File: config.mk
export PLATFORM = sky130hd
export DESIGN_NAME = alu_uart_if
export DESIGN_NICKNAME = d
export VERILOG_FILES = /design/src/rtl/alu_uart_if.sv
export SDC_FILE = /design/constraint.sdc
export NUM_CORES = 1
export LEC_CHECK = 0
export ABC_CLOCK_PERIOD_IN_PS = 4500
export CORE_ASPECT_RATIO = 0.6
export CORE_UTILIZATION = 30
export DETAILED_ROUTE_END_ITERATION = 12
export PLACE_DENSITY = 0.66
export SETUP_SLACK_MARGIN = 0.15
export SLEW_MARGIN = 20
export SYNTH_ARGS = -nofsm -noshare
export SYNTH_HDL_FRONTEND = slang
export SYNTH_SLANG_ARGS = --single-unit
File: constraint.sdc
create_clock -name i_clk -period 4.5 [get_ports i_clk]
set_clock_uncertainty 0.1 [all_clocks]
set_input_delay 0.9 -clock i_clk [delete_from_list [all_inputs] [get_ports i_clk]]
set_output_delay 0.9 -clock i_clk [all_outputs]
set_load 0.05 [all_outputs]
File: src/rtl/alu_uart_if.sv
// Sequencer between a UART receiver, a combinational ALU and a UART transmitter:
// collects A, B, OP bytes, registers the ALU result and hands it to the transmitter.
// Optional macro ALU_IF_TIMEOUT_EN adds an idle-byte timeout and the o_timeout port.
module alu_uart_if #(
  parameter int NB_DATA        = 8,
  parameter int NB_OP          = 6,
  parameter int TIMEOUT_CYCLES = 1000000
) (
  input  logic               i_clk,
  input  logic               i_rst_n,
  input  logic [NB_DATA-1:0] i_rx_data,
  input  logic               i_rx_done,
  input  logic               i_tx_done,
  input  logic [NB_DATA-1:0] i_alu_result,
  output logic [NB_DATA-1:0] o_data_a,
  output logic [NB_DATA-1:0] o_data_b,
  output logic [NB_OP-1:0]   o_op,
  output logic [NB_DATA-1:0] o_tx_data,
  output logic               o_tx_start,
`ifdef ALU_IF_TIMEOUT_EN
  output logic               o_timeout,
`endif
  output logic               o_busy
);

  typedef enum logic [2:0] {
    WAIT_A, WAIT_B, WAIT_OP, EXEC, SEND, WAIT_TX
  } state_e;

  state_e             state_q, state_d;
  logic [NB_DATA-1:0] data_a_q, data_a_d;
  logic [NB_DATA-1:0] data_b_q, data_b_d;
  logic [NB_OP-1:0]   op_q, op_d;
  logic [NB_DATA-1:0] tx_data_q, tx_data_d;
  logic               tx_start_q, tx_start_d;

`ifdef ALU_IF_TIMEOUT_EN
  localparam int NB_CNT = (TIMEOUT_CYCLES > 1) ? $clog2(TIMEOUT_CYCLES) : 1;
  localparam logic [NB_CNT-1:0] CNT_LAST = NB_CNT'(TIMEOUT_CYCLES - 1);

  logic [NB_CNT-1:0] cnt_q, cnt_d;
  logic              timeout_q, timeout_d;
  logic              in_operand_wait;
`else
  // Parameter sanity check; the timeout itself does not exist in this build.
  if (TIMEOUT_CYCLES < 2) begin : g_bad_timeout
    $error("TIMEOUT_CYCLES must be at least 2");
  end
`endif

  // NOTE: every always_comb output gets a default first so no path infers a latch.
  always_comb begin
    state_d    = state_q;
    data_a_d   = data_a_q;
    data_b_d   = data_b_q;
    op_d       = op_q;
    tx_data_d  = tx_data_q;
    tx_start_d = 1'b0;

    case (state_q)
      WAIT_A: if (i_rx_done) begin
        data_a_d = i_rx_data;
        state_d  = WAIT_B;
      end
      WAIT_B: if (i_rx_done) begin
        data_b_d = i_rx_data;
        state_d  = WAIT_OP;
      end
      WAIT_OP: if (i_rx_done) begin
        op_d    = i_rx_data[NB_OP-1:0];
        state_d = EXEC;
      end
      // Operands have been stable for one cycle, so the ALU output is settled.
      EXEC: begin
        tx_data_d  = i_alu_result;
        tx_start_d = 1'b1;
        state_d    = SEND;
      end
      SEND:    state_d = WAIT_TX;
      // A byte arriving with i_tx_done is dropped rather than captured as A.
      WAIT_TX: if (i_tx_done) state_d = WAIT_A;
      default: state_d = WAIT_A;
    endcase

`ifdef ALU_IF_TIMEOUT_EN
    timeout_d       = 1'b0;
    in_operand_wait = (state_q == WAIT_B) || (state_q == WAIT_OP);
    if (in_operand_wait && !i_rx_done && (cnt_q == CNT_LAST)) begin
      state_d   = WAIT_A;
      timeout_d = 1'b1;
    end
    if (!in_operand_wait || i_rx_done || (state_d != state_q)) cnt_d = '0;
    else                                                       cnt_d = cnt_q + 1'b1;
`endif
  end

  // NOTE: sequential state uses non-blocking assignments only.
  always_ff @(posedge i_clk or negedge i_rst_n) begin
    if (!i_rst_n) begin
      state_q    <= WAIT_A;
      data_a_q   <= '0;
      data_b_q   <= '0;
      op_q       <= '0;
      tx_data_q  <= '0;
      tx_start_q <= 1'b0;
`ifdef ALU_IF_TIMEOUT_EN
      cnt_q      <= '0;
      timeout_q  <= 1'b0;
`endif
    end else begin
      state_q    <= state_d;
      data_a_q   <= data_a_d;
      data_b_q   <= data_b_d;
      op_q       <= op_d;
      tx_data_q  <= tx_data_d;
      tx_start_q <= tx_start_d;
`ifdef ALU_IF_TIMEOUT_EN
      cnt_q      <= cnt_d;
      timeout_q  <= timeout_d;
`endif
    end
  end

  assign o_data_a   = data_a_q;
  assign o_data_b   = data_b_q;
  assign o_op       = op_q;
  assign o_tx_data  = tx_data_q;
  assign o_tx_start = tx_start_q;
  assign o_busy     = (state_q == EXEC) || (state_q == SEND) || (state_q == WAIT_TX);
`ifdef ALU_IF_TIMEOUT_EN
  assign o_timeout  = timeout_q;
`endif

endmodule

==> load_flow_metrics.sql <==
INSERT INTO impl_metrics (metric_group, metric, value, unit) VALUES
('grt', 'grt_start_max_net_pins', '35', ''),
('sta', 'fraction_of_the_cycle_the_final_worst_path_needs', '0.721', ''),
('floorplanning', 'die_w', '88.0', 'um'),
('worst_setup_path', 'worstPathCellList', 'nand3b_1 > nand2_1 > clkdlybuf4s50_1', ''),
('drt', 'wl_per_cell', '14.3', 'um'),
('sta', 'tightestPinTransition', '0.973', 'ns'),
('worst_setup_path', 'worstSetupEndpoint', 'o_busy', ''),
('layout', 'nFillCells', '366', ''),
('clocking', 'ctsHtreeMaxLevel', '2', ''),
('drt', 'ant_nets', '0', ''),
('worst_setup_path', 'setup.worst_path.class', 'reg -> out', ''),
('logic_synthesis', 'cell_count_after_synthesis', '83', ''),
('clocking', 'clock_sinks', '34', ''),
('layout', 'most-common-layout-cells', 'clkdlybuf4s50_1, dfrtp_1, mux2_2', ''),
('worst_setup_path', 'cp_capture_type', 'output pin', ''),
('floorplanning', 'ioPinCount', '52', ''),
('worst_setup_path', 'r2r-start', 'state_q[1]', ''),
('flow_run', 'max-cap-violations', '0', ''),
('clocking', 'cts.hold.buffers_added', '0', ''),
('worst_setup_path', 'arrival_worst_endpoint', '2.25', 'ns'),
('worst_setup_path', 'r2r_cells', '2', ''),
('sta', 'fmax', '308', 'MHz'),
('sta', 'timing_max_transition_violations_final', '0', ''),
('place', 'hpwlAfterDp', '2.11', 'mm'),
('sta', 'setup-tns-final', '0', 'ns'),
('worst_setup_path', 'cp.required', '3.50', 'ns'),
('place', 'io_buffers', '51', ''),
('drt', 'route.detailed.vias_per_inst', '4.36', ''),
('status', 'result_of_the_run', 'finished, final reports clean', ''),
('sta', 'final-setup-viol-count', '0', ''),
('place', 'dp_cells', '191', ''),
('layout', 'layout.cells.non_filler', '198', ''),
('clocking', 'clock_pin_slew_on_the_worst_setup_and_hold_paths', '0.06', 'ns'),
('drt', 'totalWireLength', '2.82', 'mm'),
('clocking', 'number_of_setup_buffers_added_after_cts', '0', ''),
('floorplanning', 'initial_core_utilization', '0.318', ''),
('clocking', 'cts.path.max_buffers', '2', ''),
('place', 'placed_cell_area', '1920', 'um2'),
('layout', 'regArea', '851', 'um2'),
('logic_synthesis', 'synth.yosys.seq_area_share', '0.640', ''),
('logic_synthesis', 'mappedNetlistArea', '1330', 'um2'),
('grt', 'grt_pass1_wl', '4.37', 'mm'),
('sta', 'grt_setup_unrepaired', 'false', ''),
('worst_setup_path', 'reg2reg_to', 'o_op[1]', ''),
('layout', 'syn2layout_area_growth', '49.8', '%'),
('clocking', 'post_cts_resized', '0', ''),
('floorplanning', 'dieHeight', '53.6', 'um'),
('logic_synthesis', 'yosys_register_bits', '34', ''),
('clocking', 'tritoncts', 'built', ''),
('sta', 'final_critical_path_time_including_i_o_delays_and_setup', '3.25', 'ns'),
('place', 'gp_routability_congestion', '0.691', ''),
('grt', 'grt.overflow.total', '0', ''),
('min_path', 'hold_path_class', 'reg -> reg', ''),
('logic_synthesis', 'syn_warnings', '0', ''),
('grt', 'grt_pass1_vias', '838', ''),
('drt', 'detailroute.via_count', '863', ''),
('drt', 'firstDrtPassIters', '4', ''),
('floorplanning', 'placeable_core_region', '4190', 'um2'),
('floorplanning', 'num_rows', '18', ''),
('layout', 'insertedDiodeCount', '0', ''),
('sta', 'hold_viol_final', '0', ''),
('layout', 'drive_above_1_share', '0.268', ''),
('clocking', 'cts.root.buffer_cell', 'clkbuf_8', ''),
('layout', 'fin_nets', '158', ''),
('layout', 'layout.cell_area.non_filler', '1990', 'um2'),
('layout', 'most_common_cell_after_layout_fill_and_taps_aside', 'clkdlybuf4s50_1', ''),
('drt', 'drc', '0', ''),
('logic_synthesis', 'synth_fp_nets', '103', ''),
('grt', 'grt_antenna_before_repair', '0', ''),
('clocking', 'clk_latency', '0.27', 'ns'),
('worst_setup_path', 'setup.reg_to_reg.worst_slack', '2.45', 'ns'),
('worst_setup_path', 'crit_start', 'state_q[2]', ''),
('worst_setup_path', 'worstPathMaxFanout', '11', ''),
('logic_synthesis', 'synth.lib_cells_used.distinct', '16', ''),
('floorplanning', 'die-area', '4710', 'um2'),
('layout', 'multi_input_area', '468', 'um2'),
('clocking', 'cts-buffers-inserted', '5', ''),
('sta', 'maxSlewHeadroom', '0.342', ''),
('logic_synthesis', 'postSynthAreaPerCell', '16.0', 'um2'),
('worst_setup_path', 'critical-path-max-stage-delay', '0.82', 'ns'),
('worst_setup_path', 'setup.worst_path.start_class', 'flip-flop', ''),
('drt', 'first_iter_violations', '19', ''),
('grt', 'grt_util_all_layers', '0.133', ''),
('worst_setup_path', 'critical-path-slowest-cell', 'clkdlybuf4s50_1', '');
[Yosys cell counts]
master / number / area, um2
mux2_1: 4 / 45.0
and2_1: 1 / 6.26
o211ai_1: 1 / 7.51
nor4b_4: 1 / 23.8
a21oi_1: 1 / 5.00
inv_1: 1 / 3.75
nand2b_1: 2 / 12.5
nand2_1: 1 / 3.75
mux2_2: 26 / 293
or3b_2: 1 / 8.76
nand3b_1: 2 / 15.0
dfrtp_1: 34 / 851
nor4bb_1: 2 / 20.0
buf_2: 4 / 20.0
or4b_2: 1 / 10.0
o21ai_0: 1 / 5.00
[state kept, by name, summed over array words and instances, names as in the netlist]
name,count
o_data_a,8
o_data_b,8
o_op,6
o_tx_data,8
o_tx_start,1
state_q,3
[routing by layer]
layer	share of wire	GRT usage	vias to the layer above	wire length [um]
li1	-	-	403	-
met1	0.46	0.171	430	1290
met2	0.47	0.207	25	1330
met3	0.061	0.0552	5	171
met4	0.011	0.0410	0	31
met5	0	0	-	0
[final cells by class]
cell class	count	area share
Clock buffer	7	0.0383
Inverter	1	0.00188
Multi-Input combinational cell	44	0.235
Sequential cell	34	0.427
Tap cell	60	0.0377
Timing Repair Buffer	52	0.260
[cells by family (layout without fill, tap and decap cells)]
family | after synthesis | after routing | synth area share
DFF | 34 | 34 | 0.640
muxes | 30 | 30 | 0.254
and+or+nand+nor | 11 | 11 | 0.0753
buffers and inverters | 5 | 60 | 0.0179
AOI/OAI and AO/OA | 3 | 3 | 0.0132
[stage by stage]
step / worst slack [ns] / util / hold slack, ns
after global placement: 1.57 / 0.457 / 0.368
final: 1.25 / 0.476 / 0.385
after global routing: 1.09 / 0.476 / 0.413
after CTS: 1.25 / 0.476 / 0.392
after detailed placement: 1.56 / 0.457 / 0.378
after floorplan: 2.34 / - / 0.436
[worst min path at each step]
stage | cells after the start | slack [ns] | to | startpoint
2_1_floorplan | 1 | 0.44 | state_q[1] | state_q[2]
3_3_place_gp | 1 | 0.37 | o_data_a[5] | o_data_a[5]
3_5_place_dp | 1 | 0.38 | o_data_a[5] | o_data_a[5]
4_1_cts | 1 | 0.39 | o_data_a[5] | o_data_a[5]
5_1_grt | 1 | 0.41 | o_data_a[3] | o_data_a[3]
6_report | 1 | 0.39 | o_data_a[5] | o_data_a[5]
[critical path: cells and delay by family, from the launching register on]
| family | cells | cell delay, ns |
|---|---|---|
| flops | 1 | 0.49 |
| buf+inv | 1 | 0.82 |
| simple gates | 2 | 0.67 |
Power is left out: the tool's default activity adds up to more than one toggle a clock period on the data nets, which glitch-free logic cannot reach.
